[src/rtl/checksum_pipeline.sv]
`default_nettype none
// ============================================================================
// Module      : checksum_pipeline
// Description : Two-stage valid/ready pipeline that computes a CSUM_W-bit
//               checksum over DATA_W data bits (XOR fold or inverted
//               ones-complement fold), compares it against the received
//               checksum and forwards {data, computed checksum}.
//               Optional bad-checksum counter: define CHECKSUM_ERR_CNT_EN.
// Revision    : 1.0 - initial release
// ============================================================================
module checksum_pipeline #(
   parameter int DATA_W = 56,
   parameter int CSUM_W = 8,
   parameter int MODE   = 0
) (
   input  logic                     clk,
   input  logic                     rst,
   input  logic                     in_valid,
   output logic                     in_ready,
   input  logic [DATA_W+CSUM_W-1:0] in_flit,
   output logic                     out_valid,
   input  logic                     out_ready,
   output logic [DATA_W+CSUM_W-1:0] out_flit,
   output logic                     out_csum_ok
`ifdef CHECKSUM_ERR_CNT_EN
   ,
   input  logic                     err_clr,
   output logic [15:0]              err_count
`endif
);

   localparam int c_num_chunks = DATA_W / CSUM_W;

   logic [DATA_W-1:0] w_data;
   logic [CSUM_W-1:0] w_rx_csum;
   logic [CSUM_W-1:0] w_csum;
   logic              w_s1_load_en;
   logic              w_s2_load_en;

   logic              r_s1_valid;
   logic [DATA_W-1:0] r_s1_data;
   logic [CSUM_W-1:0] r_s1_rx_csum;
   logic [CSUM_W-1:0] r_s1_csum;
   logic              r_s2_valid;
   logic [DATA_W+CSUM_W-1:0] r_s2_flit;
   logic              r_s2_ok;

   assign w_data    = in_flit[DATA_W+CSUM_W-1:CSUM_W];
   assign w_rx_csum = in_flit[CSUM_W-1:0];

   generate
      if (MODE == 0) begin : g_xor_fold
         // XOR of every CSUM_W-bit chunk of the data
         always_comb begin
            w_csum = '0;
            for (int i = 0; i < c_num_chunks; i++) begin
               w_csum = w_csum ^ w_data[i*CSUM_W +: CSUM_W];
            end
         end
      end else begin : g_ones_fold
         // Wide enough to hold the raw sum of all chunks without overflow
         localparam int c_sum_w = CSUM_W + $clog2(c_num_chunks) + 1;
         logic [c_sum_w-1:0] w_sum;
         // Raw sum, then end-around carry folds until no carry remains, then invert
         always_comb begin
            w_sum = '0;
            for (int i = 0; i < c_num_chunks; i++) begin
               w_sum = w_sum + c_sum_w'(w_data[i*CSUM_W +: CSUM_W]);
            end
            // Each fold strictly shrinks the value; c_sum_w folds always suffice
            for (int k = 0; k < c_sum_w; k++) begin
               w_sum = c_sum_w'(w_sum[CSUM_W-1:0]) + (w_sum >> CSUM_W);
            end
            w_csum = ~w_sum[CSUM_W-1:0];
         end
      end
   endgenerate

   // Stage 2 frees up when empty or draining; stage 1 when empty or it can advance
   assign w_s2_load_en = !r_s2_valid || out_ready;
   assign w_s1_load_en = !r_s1_valid || w_s2_load_en;
   assign in_ready     = w_s1_load_en;

   // Stage 1: capture data, received checksum and computed checksum
   always_ff @(posedge clk or posedge rst) begin
      if (rst) begin
         r_s1_valid   <= 1'b0;
         r_s1_data    <= '0;
         r_s1_rx_csum <= '0;
         r_s1_csum    <= '0;
      end else if (w_s1_load_en) begin
         r_s1_valid <= in_valid;
         if (in_valid) begin
            r_s1_data    <= w_data;
            r_s1_rx_csum <= w_rx_csum;
            r_s1_csum    <= w_csum;
         end
      end
   end

   // Stage 2: output flit and checksum comparison, held while stalled
   always_ff @(posedge clk or posedge rst) begin
      if (rst) begin
         r_s2_valid <= 1'b0;
         r_s2_flit  <= '0;
         r_s2_ok    <= 1'b0;
      end else if (w_s2_load_en) begin
         r_s2_valid <= r_s1_valid;
         if (r_s1_valid) begin
            r_s2_flit <= {r_s1_data, r_s1_csum};
            r_s2_ok   <= (r_s1_rx_csum == r_s1_csum);
         end
      end
   end

   assign out_valid   = r_s2_valid;
   assign out_flit    = r_s2_flit;
   assign out_csum_ok = r_s2_ok;

`ifdef CHECKSUM_ERR_CNT_EN
   logic [15:0] r_err_count;

   // Saturating count of bad flits leaving the block; clear wins over increment
   always_ff @(posedge clk or posedge rst) begin
      if (rst) begin
         r_err_count <= '0;
      end else if (err_clr) begin
         r_err_count <= '0;
      end else if (r_s2_valid && out_ready && !r_s2_ok && (r_err_count != 16'hFFFF)) begin
         r_err_count <= r_err_count + 16'd1;
      end
   end

   assign err_count = r_err_count;
`endif

endmodule
`default_nettype wire

[config.mk]
export PLATFORM = sky130hd
export DESIGN_NAME = checksum_pipeline
export DESIGN_NICKNAME = d
export VERILOG_FILES = /design/src/rtl/checksum_pipeline.sv
export SDC_FILE = /design/constraint.sdc
export NUM_CORES = 1
export LEC_CHECK = 0
export CAP_MARGIN = 5
export CORE_MARGIN = 3
export CORE_UTILIZATION = 65
export CTS_CLUSTER_SIZE = 14
export DETAILED_ROUTE_END_ITERATION = 10
export DONT_BUFFER_PORTS = 1
export HOLD_SLACK_MARGIN = 0.03
export PLACE_DENSITY = 0.81
export SLEW_MARGIN = 20
export SYNTH_ARGS = -nofsm -noshare
export SYNTH_HDL_FRONTEND = slang
export SYNTH_SLANG_ARGS = --single-unit
[constraint.sdc]
create_clock -name clk -period 8 [get_ports clk]
set_clock_uncertainty 0.1 [all_clocks]
set_input_delay 1.6 -clock clk [delete_from_list [all_inputs] [get_ports clk]]
set_output_delay 1.6 -clock clk [all_outputs]
set_load 0.03 [all_outputs]
==> impl_metrics.csv, run 1 <==
group,metric,value,unit
run_status,run_status,"complete, no violations",
clock_tree,cts_tree,"built",
setup_path,cp_slowest_cell,"nand3b_2",
clock_tree,h-tree-depth,4,
die,dieArea,0.0101,sq mm
final_layout,design_area,0.00644,sq mm
sta,setup_violations,0,
final_layout,mostFrequentLayoutCells,"139 x dfrtp_1, 136 x mux2_2, 16 x xnor2_1, 16 x xnor3_1, 16 x clkbuf_16",
setup_path,crit_chain,"nand3b_2",
setup_path,cp_num_cells,1,
sta,timing.final.crit_period,3.65,ns
setup_path,cp.required,6.30,ns
route,routed_via_density,5.95,
setup_path,path_delay_family,"simple AND/OR/NAND/NOR gates",
route,ant_nets,0,
clock_tree,clock-sinks,139,
die,ios,135,
die,die_height,101,um
global_routing,globalRouteOverflowTotal,0,
clock_tree,cts-resized-gates,0,
clock_tree,postCtsSetupBuffers,0,
setup_path,path_class,"primary input to output port",
sta,max_slew_margin,33.2,%
setup_path,cp-start-kind,"primary input",
yosys,synth_area,0.00583,sq mm
sta,fin_hold_ws,0.401,ns
place,place_area,0.00582,sq mm
place,portBuffers,0,
clock_tree,ctsHoldBuffers,0,
final_layout,multi_input_area,0.00219,sq mm
sta,tightest_slew,1.00,ns
sta,post-route-period-util,45.6,%
setup_path,reg2regPathDepth,4,
sta,rsz0062_at_grt,"no",
die,coreArea,0.00846,sq mm
sta,timing.fmax,274,MHz
global_routing,grt_pass1_vias,3118,
sta,slew_viol_final,0,
clock_tree,clkTransAtPathRegs,0.06,ns
final_layout,regArea,0.00348,sq mm
route,wl,10400,um
yosys,synth_area_leaders,"dfrtp_1 60%, mux2_2 26%, xnor3_1 6.2%",
route,wl_per_cell,22.4,um
hold_path,hold_path_class,"flip-flop to flip-flop",
yosys,syn_nets,407,
route,drtIter0Drc,70,
final_layout,fillers,488,
clock_tree,cts_made_buffers,17,
global_routing,grt_max_degree,80,
yosys,ys_seq_area_share,59.7,%
yosys,netlist_instances,339,
yosys,synthDominantCellAreaShare,59.7,%
clock_tree,clock_latency,0.50,ns
yosys,synth_cell_types,16,
final_layout,final_cells,465,
power_and_ir_drop,cellLeakagePower,2.84,nW
route,vias,2768,
place,dp_cells,433,
flow_run,drv_cap,0,
final_layout,finish.net_count,415,
die,floorplan.initialDensity,68.8,%
power_and_ir_drop,p_per_area,353,mW/mm^2
global_routing,grt.total_usage,21.5,%
route,drc,0,
yosys,synth_seq_cells,139,
yosys,yosysWarnings,0,
yosys,avgSynthCellArea,17.2,sq um
clock_tree,cts_buffer_depth,2,
setup_path,worstPathArrival,1.95,ns
clock_tree,cts_root_buffer,"clkbuf_8",
final_layout,drive_above_1_share,48.3,%
final_layout,syn2layout_area_growth,10.6,%
yosys,synth_area_leader_cell,"dfrtp_1",
final_layout,layout_commonest_cell,"dfrtp_1",
setup_path,slowest_delay,0.35,ns
global_routing,antenna_found_initial,0,
setup_path,cp-end-kind,"output port",
route,first_pass_iters,4,
die,dieWidth,101,um
hold_path,min_path_cells,1,
sta,finalSetupTns,0,ns
place,place.detailed.hpwl,6860,um
die,fp-row-count,33,
place,gp_congestion,0.738,
power_and_ir_drop,vdd_ir_drop_max,172,uV
global_routing,grt_pass1_wl,16300,um
final_layout,antenna_cells,0,
setup_path,crit_fanout,3,
sta,hold_violations,0,
setup_path,cp.buffers_inverters,0,
power_and_ir_drop,total_power,2.27,mW
-- final timing paths --
kind | start | endpoint | slack [ns]
min in group asynchronous | rst | out_flit[50] | 0.90
worst max-delay path | out_ready | in_ready | 4.35
worst max register to register | out_valid | out_flit[20] | 5.51
worst min register to register | r_s1_data[36] | r_s1_data[36] | 0.40
max in group asynchronous | rst | r_s1_data[22] | 5.52
worst min-delay path | r_s1_data[36] | r_s1_data[36] | 0.40
-- power breakdown --
part | internal (mW) | switching [mW]
combinational | 0.182 | 0.101
sequential | 0.863 | 0.314
clock | 0.517 | 0.295
total | 1.56 | 0.709
-- sequential cells by signal, summed over array words and instances (netlist names) --
register and cells:
out_csum_ok 1, out_flit 64, out_valid 1, r_s1_csum 8
r_s1_data 56, r_s1_rx_csum 8, r_s1_valid 1
-- kinds of logic after synthesis --
group / share of synthesized area [%]
DFF: 59.7
muxes: 26.3
xor gates and xnor gates: 9.79
buffers and inverters: 2.75
and+or+nand+nor: 1.16
AOI/OAI and AO/OA: 0.301
-- worst reg2reg max path: stages (launching register included) --
cell,delay [ns]
dfrtp_1,0.60
nand2b_4,0.11
nand2_2,0.56
buf_4,0.58
mux2_2,0.42
-- metrics by stage --
step | setup slack, ns | util [%]
after floorplan | 2.58 | -
after global placement | 4.36 | 68.8
after detailed placement | 4.35 | 68.8
after CTS | 4.35 | 76.1
after global routing | 4.34 | 76.1
final | 4.35 | 76.1
-- final cells by class --
type	instances	area share, %
Clock buffer	19	6.70
Tap cell	105	2.04
Timing Repair Buffer	2	0.233
Clock inverter	13	2.95
Multi-Input combinational cell	186	33.9
Inverter	1	0.136
Sequential cell	139	54.0
-- metal layers --
layer	routed length (um)	share of wire, %	track usage, %	vias up
met5	0	0	0	-
met2	5230	50	35.7	104
li1	-	-	-	1219
met4	204	2.0	8.19	0
met3	1030	9.9	9.41	18
met1	3930	38	24.7	1427
-- cells in the mapped netlist --
cell type,number
clkbuf_8,4
xor2_1,8
nand2_4,1
inv_1,1
xnor2_1,16
buf_6,9
nand2_2,1
a21boi_0,1
nand2b_4,1
nor4_1,2
xnor3_1,16
nand3b_2,1
a41o_1,1
nand2b_1,2
dfrtp_1,139
mux2_2,136
Note: power is estimated with default switching activity, not from simulation.
==> run 2, diff against run 1 <==
CORE_UTILIZATION = 63   (was 65)
PLACE_DENSITY = 0.79   (was 0.81)
clock period = 3.8 ns   (was 8 ns; I/O delays follow)
==> run 2 against run 1 <==
Final area rose by 0.52%; core utilization fell by 2.9 points; count of clock-buffer cells in the layout rose by 1; cell count rose by 0.86%; combinational power rose by 110%; critical path depth rose by 2; setup slack got worse by 3.0 ns; largest cell class unchanged; largest power group unchanged.
==> impl_metrics.csv, run 2 (synthesis results as in run 1) <==
group,metric,value,unit
run_status,run_status,"complete, no violations",
place,portBuffers,0,
place,gp_congestion,0.747,
power_and_ir_drop,p_switching,1.50,mW
route,drtIter0Drc,81,
die,fp-row-count,34,
clock_tree,clock-sinks,139,
die,ios,135,
die,coreArea,0.00885,sq mm
power_and_ir_drop,comb_power_share,12.5,%
clock_tree,cts_buffer_depth,2,
route,ant_nets,0,
setup_path,path_class,"flip-flop to flip-flop",
power_and_ir_drop,total_power,4.80,mW
sta,timing.fmax,412,MHz
clock_tree,cts_tree,"built",
die,dieWidth,102,um
route,first_pass_iters,4,
global_routing,globalRouteOverflowTotal,0,
sta,hold_violations,0,
power_and_ir_drop,clockPowerShare,35.8,%
final_layout,layout_commonest_cell,"dfrtp_1",
global_routing,grt_max_degree,106,
hold_path,hold_path_class,"primary input to asynchronous set/reset pin",
final_layout,antenna_cells,0,
flow_run,drv_cap,0,
clock_tree,h-tree-depth,4,
final_layout,mostFrequentLayoutCells,"139 x dfrtp_1, 136 x mux2_2, 16 x xnor2_1, 16 x xnor3_1, 16 x clkbuf_16",
route,drc,0,
clock_tree,cts_made_buffers,17,
setup_path,cp-end-kind,"flip-flop",
sta,slew_viol_final,0,
final_layout,drive_above_1_share,48.2,%
clock_tree,cts_root_buffer,"clkbuf_8",
sta,post-route-period-util,63.9,%
power_and_ir_drop,vdd_ir_drop_max,466,uV
setup_path,cp-start-kind,"flip-flop",
setup_path,startpoint,"out_valid",
clock_tree,ctsHoldBuffers,0,
global_routing,grt_pass1_wl,16700,um
sta,max_slew_margin,34.4,%
sta,setup_violations,0,
final_layout,largest_reg_flops,64,
sta,rsz0062_at_grt,"no",
clock_tree,cts-resized-gates,0,
power_and_ir_drop,p_per_area,742,mW/mm^2
sta,finalSetupTns,0,ns
sta,timing.final.crit_period,2.43,ns
power_and_ir_drop,p_int,3.30,mW
sta,tightest_slew,0.984,ns
route,vias,2778,
die,die_height,102,um
global_routing,grt_pass1_vias,3180,
final_layout,fillers,590,
final_layout,syn2layout_area_growth,11.2,%
setup_path,r2r_start,"out_valid",
clock_tree,clkTransAtPathRegs,0.07,ns
power_and_ir_drop,p_seq_share,51.6,%
power_and_ir_drop,sw_frac_of_total,31.3,%
clock_tree,postCtsSetupBuffers,0,
clock_tree,clock_latency,0.51,ns
place,place.detailed.hpwl,7080,um
route,routed_via_density,5.92,
setup_path,cp.required,4.09,ns
setup_path,worstPathArrival,2.72,ns
final_layout,finish.net_count,416,
power_and_ir_drop,cellLeakagePower,2.85,nW
route,wl,10600,um
global_routing,grt.total_usage,21.6,%
die,dieArea,0.0104,sq mm
global_routing,antenna_found_initial,0,
setup_path,crit_fanout,72,
route,wl_per_cell,22.6,um
die,floorplan.initialDensity,65.8,%
## run 2: cell count changes in the layout (fill, tap and decap cells not counted), sizes merged
cell,delta
inv,+1
clkinv,-3
clkinvlp,+1
buf,+1
clkbuf,+1
## run 2: power groups by stage
stage               Combinational (mW)  Clock (mW)  Sequential [mW]
global route                     0.664        1.82             2.53
global placement                 0.581           0             2.49
floorplan                        0.541           0             2.41
detailed placement               0.609           0             2.51
CTS                              0.617        1.74             2.49
finish                           0.602        1.72             2.48
## run 2: cell type report
| class | instances | area, sq um | share of cell area (%) |
|---|---|---|---|
| Multi-Input combinational cell | 186 | 2190 | 33.8 |
| Tap cell | 108 | 135 | 2.09 |
| Timing Repair Buffer | 3 | 47.5 | 0.734 |
| Sequential cell | 139 | 3480 | 53.7 |
| Clock inverter | 12 | 185 | 2.86 |
| Inverter | 1 | 7.51 | 0.116 |
| Clock buffer | 20 | 435 | 6.72 |
## run 2: final timing paths
path | to | slack [ns] | depth (start not counted)
worst max-delay path | r_s1_data[19] | 1.37 | 3
worst min-delay path | out_flit[15] | 0.15 | 2
worst max register to register | r_s1_data[19] | 1.37 | 3
worst min register to register | out_flit[8] | 0.40 | 1
max in group asynchronous | r_s1_data[0] | 2.99 | 2
min in group clk | r_s1_valid | 0.25 | 1
## run 2: per-layer routing
metal / vias to the layer above / wire length [um] / track usage [%]
met1: 1446 / 4000 / 25.6
met3: 17 / 1020 / 8.26
met2: 99 / 5350 / 35.6
met4: 0 / 211 / 8.98
met5: - / 0 / 0
li1: 1216 / - / -
## run 2: metrics by stage
| step | cell area (sq um) | worst slack (ns) | utilization [%] | cells | hold slack, ns |
|---|---|---|---|---|---|
| after floorplan | 5830 | 1.20 | - | 339 | 0.375 |
| after global placement | 5860 | 1.20 | 66.2 | 437 | 0.381 |
| after detailed placement | 5860 | 1.19 | 66.2 | 437 | 0.386 |
| after CTS | 6480 | 1.35 | 73.2 | 469 | 0.171 |
| after global routing | 6480 | 1.27 | 73.2 | 469 | 0.188 |
| final | 6480 | 1.37 | 73.2 | 469 | 0.149 |
## run 2: critical path: stages, from the launching register on
cell,delay [ns]
dfrtp_1,0.60
nand3b_2,0.33
nand2_4,0.81
mux2_2,0.44
